$ cat config.mk
export PLATFORM = sky130hd
export DESIGN_NAME = rdoq_quant_param_pipe_flat
export DESIGN_NICKNAME = d
export VERILOG_FILES = /design/src/rtl/rdoq_quant_param_pipe_if.sv /design/src/rtl/rdoq_quant_param_pipe.sv /design/src/flat_wrapper.sv
export SDC_FILE = /design/constraint.sdc
export NUM_CORES = 1
export LEC_CHECK = 0
export BUFFER_PORTS_ARGS = -buffer_cell sky130_fd_sc_hd__buf_2
export CORE_ASPECT_RATIO = 2
export CORE_MARGIN = 2
export CORE_UTILIZATION = 50
export DETAILED_ROUTE_END_ITERATION = 16
export PLACE_DENSITY = 0.81
export SLEW_MARGIN = 40
export SYNTH_ARGS = -nofsm -noshare
export SYNTH_HDL_FRONTEND = slang
export SYNTH_SLANG_ARGS = --single-unit
$ cat constraint.sdc
create_clock -name clk -period 9.1 [get_ports clk]
set_clock_uncertainty 0.2 [all_clocks]
set_input_delay 1.365 -clock clk [delete_from_list [all_inputs] [get_ports clk]]
set_output_delay 1.365 -clock clk [all_outputs]
set_load 0.005 [all_outputs]
$ cat src/rtl/rdoq_quant_param_pipe_if.sv
// Request/result handshake and per-channel config bus for the RDOQ quantisation parameter pipe.
// The DUT uses the slave view. The CU front end and RDOQ core (or a bench) use the master view.
`timescale 1ns/1ps
interface rdoq_quant_param_pipe_if #(
  parameter int NUM_CH  = 3,
  parameter int BD_W    = 5,
  parameter int SIZE_W  = 3,
  parameter int QP_W    = 6,
  parameter int SHIFT_W = 7,
  parameter int QB_W    = 8
);
  localparam int CH_W = (NUM_CH > 1) ? $clog2(NUM_CH) : 1;

  logic                      cfg_we;
  logic [CH_W-1:0]           cfg_ch;
  logic [BD_W-1:0]           cfg_bit_depth;
  logic [BD_W-1:0]           cfg_max_dr;
  logic                      cfg_ext_prec;

  logic                      in_valid;
  logic                      in_ready;
  logic [CH_W-1:0]           in_ch;
  logic [SIZE_W-1:0]         in_log2_size;
  logic [QP_W-1:0]           in_qp;
  logic                      in_ts;

  logic                      out_valid;
  logic                      out_ready;
  logic [CH_W-1:0]           out_ch;
  logic signed [SHIFT_W-1:0] out_shift;
  logic signed [QB_W-1:0]    out_q_bits;
  logic [15:0]               out_scale;
  logic [3:0]                out_qp_per;
  logic [2:0]                out_qp_rem;
  logic                      out_err;

  modport slave (
    input  cfg_we, cfg_ch, cfg_bit_depth, cfg_max_dr, cfg_ext_prec,
    input  in_valid, in_ch, in_log2_size, in_qp, in_ts,
    output in_ready,
    output out_valid, out_ch, out_shift, out_q_bits, out_scale, out_qp_per, out_qp_rem, out_err,
    input  out_ready
  );

  modport master (
    output cfg_we, cfg_ch, cfg_bit_depth, cfg_max_dr, cfg_ext_prec,
    output in_valid, in_ch, in_log2_size, in_qp, in_ts,
    input  in_ready,
    input  out_valid, out_ch, out_shift, out_q_bits, out_scale, out_qp_per, out_qp_rem, out_err,
    output out_ready
  );
endinterface

$ cat src/rtl/rdoq_quant_param_pipe.sv
// Two-stage valid/ready pipeline that turns a (channel, size, qp, ts) request into RDOQ
// quantisation parameters, using per-channel bit depth / dynamic range / ext-precision config.
`timescale 1ns/1ps
module rdoq_quant_param_pipe #(
  parameter int NUM_CH      = 3,
  parameter int BD_W        = 5,
  parameter int SIZE_W      = 3,
  parameter int QP_W        = 6,
  parameter int SHIFT_W     = 7,
  parameter int QB_W        = 8,
  parameter int QUANT_SHIFT = 14
) (
  input logic clk,
  input logic rst,
  rdoq_quant_param_pipe_if.slave bus
);
  localparam int CH_W    = (NUM_CH > 1) ? $clog2(NUM_CH) : 1;
  localparam int MAX_PER = ((1 << QP_W) - 1) / 6;

  logic [BD_W-1:0]   bd_q [NUM_CH];
  logic [BD_W-1:0]   dr_q [NUM_CH];
  logic [NUM_CH-1:0] ep_q;

  always_ff @(posedge clk or posedge rst) begin
    if (rst) begin
      for (int i = 0; i < NUM_CH; i++) begin
        bd_q[i] <= BD_W'(8);
        dr_q[i] <= BD_W'(15);
        ep_q[i] <= 1'b0;
      end
    end else if (bus.cfg_we && (int'(bus.cfg_ch) < NUM_CH)) begin
      bd_q[bus.cfg_ch] <= bus.cfg_bit_depth;
      dr_q[bus.cfg_ch] <= bus.cfg_max_dr;
      ep_q[bus.cfg_ch] <= bus.cfg_ext_prec;
    end
  end

  logic adv1, adv2;
  logic s1_valid, s2_valid;

  assign adv2         = !s2_valid || bus.out_ready;
  assign adv1         = !s1_valid || adv2;
  assign bus.in_ready = adv1;

  // Stage 1 combinational: config snapshot, shift and qp split
  logic                      req_err;
  logic [BD_W-1:0]           sel_bd, sel_dr;
  logic                      sel_ep;
  logic signed [SHIFT_W-1:0] raw_c, shift_c;
  logic [3:0]                per_c;
  logic [2:0]                rem_c;

  always_comb begin
    req_err = int'(bus.in_ch) >= NUM_CH;
    sel_bd  = '0;
    sel_dr  = '0;
    sel_ep  = 1'b0;
    if (!req_err) begin
      sel_bd = bd_q[bus.in_ch];
      sel_dr = dr_q[bus.in_ch];
      sel_ep = ep_q[bus.in_ch];
    end
    raw_c   = SHIFT_W'(sel_dr) - SHIFT_W'(sel_bd) - SHIFT_W'(bus.in_log2_size);
    shift_c = (bus.in_ts && sel_ep && raw_c[SHIFT_W-1]) ? '0 : raw_c;
    // qp/6 as a count of crossed multiples of 6; avoids a divider
    per_c = '0;
    for (int k = 1; k <= MAX_PER; k++) begin
      if (int'(bus.in_qp) >= 6 * k) per_c = 4'(k);
    end
    rem_c = 3'(int'(bus.in_qp) - 6 * int'(per_c));
    if (req_err) begin
      shift_c = '0;
      per_c   = '0;
      rem_c   = '0;
    end
  end

  logic [CH_W-1:0]           s1_ch;
  logic                      s1_err;
  logic signed [SHIFT_W-1:0] s1_shift;
  logic [3:0]                s1_per;
  logic [2:0]                s1_rem;

  always_ff @(posedge clk or posedge rst) begin
    if (rst) begin
      s1_valid <= 1'b0;
      s1_ch    <= '0;
      s1_err   <= 1'b0;
      s1_shift <= '0;
      s1_per   <= '0;
      s1_rem   <= '0;
    end else if (adv1) begin
      s1_valid <= bus.in_valid;
      if (bus.in_valid) begin
        s1_ch    <= bus.in_ch;
        s1_err   <= req_err;
        s1_shift <= shift_c;
        s1_per   <= per_c;
        s1_rem   <= rem_c;
      end
    end
  end

  // Stage 2 combinational: q_bits and scale
  logic signed [QB_W-1:0] q_bits_c;
  logic [15:0]            scale_c;

  always_comb begin
    q_bits_c = QB_W'(QUANT_SHIFT) + QB_W'(s1_per)
             + {{(QB_W-SHIFT_W){s1_shift[SHIFT_W-1]}}, s1_shift};
    case (s1_rem)
      3'd0:    scale_c = 16'd26214;
      3'd1:    scale_c = 16'd23302;
      3'd2:    scale_c = 16'd20560;
      3'd3:    scale_c = 16'd18396;
      3'd4:    scale_c = 16'd16384;
      3'd5:    scale_c = 16'd14564;
      default: scale_c = 16'd0;
    endcase
    if (s1_err) begin
      q_bits_c = '0;
      scale_c  = '0;
    end
  end

  logic [CH_W-1:0]           s2_ch;
  logic                      s2_err;
  logic signed [SHIFT_W-1:0] s2_shift;
  logic signed [QB_W-1:0]    s2_q_bits;
  logic [15:0]               s2_scale;
  logic [3:0]                s2_per;
  logic [2:0]                s2_rem;

  always_ff @(posedge clk or posedge rst) begin
    if (rst) begin
      s2_valid  <= 1'b0;
      s2_ch     <= '0;
      s2_err    <= 1'b0;
      s2_shift  <= '0;
      s2_q_bits <= '0;
      s2_scale  <= '0;
      s2_per    <= '0;
      s2_rem    <= '0;
    end else if (adv2) begin
      s2_valid <= s1_valid;
      if (s1_valid) begin
        s2_ch     <= s1_ch;
        s2_err    <= s1_err;
        s2_shift  <= s1_shift;
        s2_q_bits <= q_bits_c;
        s2_scale  <= scale_c;
        s2_per    <= s1_per;
        s2_rem    <= s1_rem;
      end
    end
  end

  assign bus.out_valid  = s2_valid;
  assign bus.out_ch     = s2_ch;
  assign bus.out_err    = s2_err;
  assign bus.out_shift  = s2_shift;
  assign bus.out_q_bits = s2_q_bits;
  assign bus.out_scale  = s2_scale;
  assign bus.out_qp_per = s2_per;
  assign bus.out_qp_rem = s2_rem;
endmodule

$ cat src/flat_wrapper.sv
// flat-port wrapper written by rule: the top's interface ports become plain ports
module rdoq_quant_param_pipe_flat 
#(
  parameter int NUM_CH      = 3,
  parameter int BD_W        = 5,
  parameter int SIZE_W      = 3,
  parameter int QP_W        = 6,
  parameter int SHIFT_W     = 7,
  parameter int QB_W        = 8,
  parameter int QUANT_SHIFT = 14
)
  (clk, rst, bus_cfg_we, bus_cfg_ch, bus_cfg_bit_depth, bus_cfg_max_dr, bus_cfg_ext_prec, bus_in_valid, bus_in_ch, bus_in_log2_size, bus_in_qp, bus_in_ts, bus_in_ready, bus_out_valid, bus_out_ch, bus_out_shift, bus_out_q_bits, bus_out_scale, bus_out_qp_per, bus_out_qp_rem, bus_out_err, bus_out_ready);
  rdoq_quant_param_pipe_if #(.NUM_CH(NUM_CH), .BD_W(BD_W), .SIZE_W(SIZE_W), .QP_W(QP_W), .SHIFT_W(SHIFT_W), .QB_W(QB_W)) bus_i ();
  input logic clk;
  input logic rst;
  input wire logic [$bits(bus_i.cfg_we)-1:0] bus_cfg_we;
  input wire logic [$bits(bus_i.cfg_ch)-1:0] bus_cfg_ch;
  input wire logic [$bits(bus_i.cfg_bit_depth)-1:0] bus_cfg_bit_depth;
  input wire logic [$bits(bus_i.cfg_max_dr)-1:0] bus_cfg_max_dr;
  input wire logic [$bits(bus_i.cfg_ext_prec)-1:0] bus_cfg_ext_prec;
  input wire logic [$bits(bus_i.in_valid)-1:0] bus_in_valid;
  input wire logic [$bits(bus_i.in_ch)-1:0] bus_in_ch;
  input wire logic [$bits(bus_i.in_log2_size)-1:0] bus_in_log2_size;
  input wire logic [$bits(bus_i.in_qp)-1:0] bus_in_qp;
  input wire logic [$bits(bus_i.in_ts)-1:0] bus_in_ts;
  output wire logic [$bits(bus_i.in_ready)-1:0] bus_in_ready;
  output wire logic [$bits(bus_i.out_valid)-1:0] bus_out_valid;
  output wire logic [$bits(bus_i.out_ch)-1:0] bus_out_ch;
  output wire logic [$bits(bus_i.out_shift)-1:0] bus_out_shift;
  output wire logic [$bits(bus_i.out_q_bits)-1:0] bus_out_q_bits;
  output wire logic [$bits(bus_i.out_scale)-1:0] bus_out_scale;
  output wire logic [$bits(bus_i.out_qp_per)-1:0] bus_out_qp_per;
  output wire logic [$bits(bus_i.out_qp_rem)-1:0] bus_out_qp_rem;
  output wire logic [$bits(bus_i.out_err)-1:0] bus_out_err;
  input wire logic [$bits(bus_i.out_ready)-1:0] bus_out_ready;
  assign bus_i.cfg_we = bus_cfg_we;
  assign bus_i.cfg_ch = bus_cfg_ch;
  assign bus_i.cfg_bit_depth = bus_cfg_bit_depth;
  assign bus_i.cfg_max_dr = bus_cfg_max_dr;
  assign bus_i.cfg_ext_prec = bus_cfg_ext_prec;
  assign bus_i.in_valid = bus_in_valid;
  assign bus_i.in_ch = bus_in_ch;
  assign bus_i.in_log2_size = bus_in_log2_size;
  assign bus_i.in_qp = bus_in_qp;
  assign bus_i.in_ts = bus_in_ts;
  assign bus_in_ready = bus_i.in_ready;
  assign bus_out_valid = bus_i.out_valid;
  assign bus_out_ch = bus_i.out_ch;
  assign bus_out_shift = bus_i.out_shift;
  assign bus_out_q_bits = bus_i.out_q_bits;
  assign bus_out_scale = bus_i.out_scale;
  assign bus_out_qp_per = bus_i.out_qp_per;
  assign bus_out_qp_rem = bus_i.out_qp_rem;
  assign bus_out_err = bus_i.out_err;
  assign bus_i.out_ready = bus_out_ready;
  rdoq_quant_param_pipe #(.NUM_CH(NUM_CH), .BD_W(BD_W), .SIZE_W(SIZE_W), .QP_W(QP_W), .SHIFT_W(SHIFT_W), .QB_W(QB_W), .QUANT_SHIFT(QUANT_SHIFT)) u_core (.clk(clk), .rst(rst), .bus(bus_i));
endmodule
**Word-level counts from Yosys, hierarchy flattened**

Cells that the tools add are included.

- Add/sub/neg operators: 5
- $mul: 1
- $lt $le $gt $ge: 18
- Eq/ne operators: 5
- Multiplexer cells: 35
- Bitwise gates (word level): 2
- Reduce and logical (&&, ||, !) cells: 12

Operator list:

| kind | count |
|---|---|
| $pmux 15 s6 | 1 |
| $mux 5 | 7 |
| $bwmux 15 | 2 |
| $ge 6x6->1 const B | 5 |
| $bmux 5 s2 | 2 |
| $ge 6x5->1 const B | 3 |
| $mux 4 | 4 |
| $mux 15 | 1 |
| $mux 3 | 5 |
| $mux 7 | 2 |
| $demux 5 s2 | 1 |
| $add 8x8->8 | 1 |
| $mux 8 | 1 |
| $sub 7x3->7 | 1 |
| $eq 3x2->1 const B | 2 |
| $eq 3x3->1 const B | 2 |
| $ge 3x3->1 const B | 2 |
| $ge 6x3->1 const B | 1 |
| $ge 6x4->1 const B | 1 |
| $lt 2x3->1 const B | 2 |
| $not 2->3 | 2 |
| $sub 5x5->6 | 1 |
| $add 4x4->5 const A | 1 |
| $logic_and 1x1->1 | 5 |
| other kinds (16) | 23 |

- Register bits: 93
- Input bits: 30
- Output and inout port bits: 43
- Word-level logic and storage cells: 99

**Logic depth before layout (Yosys ltp)**

- Depth in word-level cells: 14
- Gate-level depth with buffers: 15
- Gate-level depth less buffers: 13

**Least setup slack after synthesis**

No wires, ideal clock.

- Path type: input port to flip-flop
- Start point: in bus_in_ch[0]
- End point: reg u_core.s1_shift[3]
- Setup time: 0.074 ns
- Arrival: 4.232 ns
- Required time: 8.826 ns
- Slack: 4.594 ns
- Cell stages on the path: 13
- Path buffers: 2
- Path through: buf_6 clkbuf_1 mux2i_1 o22a_1 ha_1 fa_1 fa_1 inv_1 a21o_1 or2_2 nor3_1 or3b_4 o21ai_2

- Cells in the longest elaborated chain, start to end: 10
- Elaborated cells on any way between the ends: 19
- Classes of those cells: 2 x add/sub; 1 x order compare; 13 x mux; 1 x bitwise; 2 x reduce/logical

Ends and longest elaborated chain:

| what | RTL line | source |
|---|---|---|
| start: declaration | flat_wrapper.sv:22 | `input wire logic [$bits(bus_i.in_ch)-1:0] bus_in_ch;` |
| $not 2->3 (implied by the code) | rdoq_quant_param_pipe.sv:59, rdoq_quant_param_pipe.sv:60 |  |
| $bmux 5 s2, on equally long branches | rdoq_quant_param_pipe.sv:60, rdoq_quant_param_pipe.sv:59 |  |
| $mux 5, on equally long branches (2 in a row) | rdoq_quant_param_pipe.sv:60, rdoq_quant_param_pipe.sv:59 |  |
| $mux 5 | rdoq_quant_param_pipe.sv:58 | `if (!req_err) begin` |
| $sub 5x5->6 | rdoq_quant_param_pipe.sv:63 | `raw_c = SHIFT_W'(sel_dr) - SHIFT_W'(sel_bd) - SHIFT_W'(bus.in_log2_size);` |
| $sub 7x3->7 | rdoq_quant_param_pipe.sv:63 |  |
| $logic_and 1x1->1 | rdoq_quant_param_pipe.sv:64 | `shift_c = (bus.in_ts && sel_ep && raw_c[SHIFT_W-1]) ? '0 : raw_c;` |
| $mux 7 | rdoq_quant_param_pipe.sv:64 |  |
| $mux 7 * | rdoq_quant_param_pipe.sv:71 | `if (req_err) begin` |
| end signal: assignment | rdoq_quant_param_pipe.sv:97 | `s1_shift <= shift_c;` |
| end: declaration | rdoq_quant_param_pipe.sv:80 | `logic signed [SHIFT_W-1:0] s1_shift;` |

Every way passes the cells marked *; elsewhere a longest branch is shown, timed or not. The select of a mux whose other input is x is not followed.
A chain may end at the register's enable or synchronous reset.

**Final worst setup path**

- Start point: in bus_in_ch[1]
- End point: reg u_core.s1_shift[2]

The elaborated chain is that of the path after synthesis.

==> results.ini <==
[flow_run]
cap_violations = 0

[detailed_routing]
drt-total-wl_um = 8910
ant_nets = 0
vias = 3215
routed_via_density = 5.61
wl_per_cell_um = 15.6
drt_iter0_drc = 152
dr.pass1.iters = 4
drc = 0

[critical_path]
worstSetupEndpoint = u_core.s1_shift[2]
rr_worst_depth = 11
startpoint = bus_in_ch[1]
critPathCaptureType = flop
r2r_slack_ps = 5840
crit_chain = buf_2, nor2b_1, nand2_1, o21ai_0, ha_1, fa_1, fa_1, inv_1, a21o_1, or2_2, nor3_1, or3b_4, o21ai_2
r2r-start = u_core.dr_q[5]
crit_top_cell = fa_1
path_max_fanout = 15
crit_required_ps = 9160
cpPeakStageDelay_ps = 680
path_class = in2reg
crit_slowest_cell = nor2b_1
r2r-end = u_core.s1_shift[2]
startpoint_type = input pin
critPathArrivalTime_ps = 4630

[global_route]
grt_antenna_before_repair = 0
grt_pass1_wl_um = 15000
first_global_vias = 3211
grt_max_degree = 91
track_usage_pct = 19.3
overflow = 0

[power]
ir_worst_vdd_uv = 181
power_density_nw_per_um2 = 261
internal_power_w = 0.000954
p_seq_share_pct = 41.8
comb_power_share_pct = 29.7
p_sw_share_pct = 30.4
power_frac_clock_pct = 28.4
p_switching_w = 0.000418
p_leak_nw = 2.52

[clock_network]
clk_pin_slew_ps = 60
cts-resized-gates = 0
root_buffer = clkbuf_16
tritoncts = built
ctsHoldBuffers = 0
cts_buffers = 9
cts.path.max_buffers = 2
clk_latency_ps = 330
post_cts_buffers = 0
cts.sinks = 90
cts_max_level = 3

[finish]
fin_area_um2 = 5250
syn_to_final_growth_pct = 15.9
nets = 514
antenna_cells = 0
drive_gt1_share_pct = 34.4

[sta]
period_needed_ps = 4570
setup_viol_count_final = 0
slew_viol_final = 0
finalHoldViolCount = 0
slew_headroom_pct = 48.0
rsz0062_at_grt = false
tightest_slew_ps = 778
fmax_mhz = 219
whs_ps = 271
finalSetupTns_ps = 0
post-route-period-util_pct = 50.2

[place]
gp_congestion = 0.852
dp_hpwl_um = 6770
io_buffers = 70
placed_area_um2 = 4930

[synthesis]
ys.flop_type = dfrtp_1
async_flop_share_pct = 100
ys_warn_count = 0
ys_seq_area_share_pct = 50.1
netlist_instances = 408
yosysTopAreaCell = dfrtp_1
synthTopCellsByArea = dfrtp_1 (41%), mux2_2 (12%), dfstp_2 (8.7%), nand2_1 (4.1%), ha_1 (3.9%)
synth_edf_count = 0
synth_seq_cells = 90
syn_area_um2 = 4530
ys_types = 51
synth_top_area_share_pct = 41.4
avgSynthCellArea_um2 = 11.1

[die]
die_y_um = 139
die_w_um = 71.3
pin_count = 73
dieArea_um2 = 9890
floorplan.core_area_um2 = 8890
start_util_pct = 51.0
row_count = 49

[hold_path]
hp-class = reg2reg

[run_status]
status = complete, no violations

[critical path: cells and delay by family]
family / cells / cell delay [ps]
buffers and inverters: 2 / 320
AND/OR/NAND/NOR: 5 / 1410
adder cells (fa/ha/maj): 3 / 1130
AO/OA/AOI/OAI: 3 / 400
[metal layers]
| layer | track usage (%) | vias up | part of all wire [%] |
|---|---|---|---|
| met2 | 36.2 | 73 | 58 |
| li1 | - | 1537 | - |
| met5 | 0 | - | 0 |
| met3 | 4.07 | 18 | 3.0 |
| met4 | 8.24 | 0 | 3.0 |
| met1 | 19.7 | 1587 | 36 |
[cells in the mapped netlist (2+ instances only)]
cell      instances
inv_1            18
xnor2_1           4
a22o_1           13
nand3b_1          3
nand2b_1          9
ha_1             14
a21oi_1          11
nor3_1            2
fa_1              3
o21ai_0          27
nand2_1          50
nor2_1           17
mux2_2           47
a21o_1            3
o31ai_1           5
or2_1             2
nand3_1           3
or3_1             2
nor2b_1           8
xor2_1           10
o41ai_1           5
mux2i_1          11
clkbuf_1         19
buf_4             3
o21ai_2           5
dfrtp_1          75
dfstp_2          15
[registers in the layout, indices dropped and copies added, names as in the netlist, 3 cells and up]
signal,count
u_core.s1_shift,7
u_core.s1_per,4
u_core.bus.out_scale,13
u_core.bd_q,15
u_core.dr_q,15
u_core.ep_q,3
u_core.bus.out_shift,7
u_core.s1_rem,3
u_core.bus.out_qp_per,4
u_core.bus.out_q_bits,8
u_core.bus.out_qp_rem,3
[power by group through the flow]
stage	registers (W)	logic, W	clock network, W
5_1_grt	0.000586	0.000460	0.000414
4_1_cts	0.000574	0.000413	0.000398
3_3_place_gp	0.000577	0.000388	0
6_report	0.000574	0.000408	0.000390
3_5_place_dp	0.000582	0.000410	0
2_1_floorplan	0.000564	0.000293	0
[final cells by class]
cell class                 count  area (um2)
fill                         718        3640
sequential                    90        2270
multi-input combinational    276        2100
timing repair buffer          72         372
clock buffer                  10         239
tap                          102         128
clock inverter                 5        78.8
inverter                      18        68.8
[cells in the final DEF, fill, tap and decap left out, types with 4 or more instances in the layout]
cell type	instances
inv_1	17
o21ai_0	27
o41ai_1	5
dfrtp_1	75
buf_2	70
nor2b_1	8
dfstp_2	15
a22o_1	13
nand2_1	49
mux2_2	47
mux2i_1	11
nor2_1	17
o31ai_1	5
xor2_1	10
ha_1	14
nand2b_1	9
a21oi_1	10
xnor2_1	4
o21ai_2	5
clkbuf_16	9
[cell families after synthesis]
group	count (synthesis)	share of synthesized area (%)
compound gates	81	12.6
xor+xnor	15	3.06
fa+ha+maj	17	5.19
buf+inv	43	4.00
flops	90	50.1
mux	59	14.4
other cells	1	0.0827
simple gates	102	10.5
[through the flow]
stage          worst slack (ps)  cells  power [W]  utilization [%]
3_3_place_gp               4380    558   0.000964             55.4
6_report                   4530    573    0.00137             59.1
4_1_cts                    4570    573    0.00139             59.1
5_1_grt                    4340    573    0.00146             59.1
3_5_place_dp               4250    558   0.000991             55.5
2_1_floorplan              4590    409   0.000857                -
[how the worst min path moves through the flow]
stage	slack [ps]	depth (start not counted)	to	startpoint
global placement	250	2	u_core.bus.out_scale[7]	u_core.bus.out_scale[7]
floorplan	250	2	u_core.s1_shift[6]	u_core.s1_shift[6]
CTS	280	2	u_core.bus.out_scale[11]	u_core.bus.out_scale[11]
global route	300	2	u_core.bus.out_q_bits[1]	u_core.bus.out_q_bits[1]
finish	270	2	u_core.bus.out_scale[11]	u_core.bus.out_scale[11]
detailed placement	260	2	u_core.bus.out_scale[11]	u_core.bus.out_scale[11]
Power figures use the tool's default switching activity.
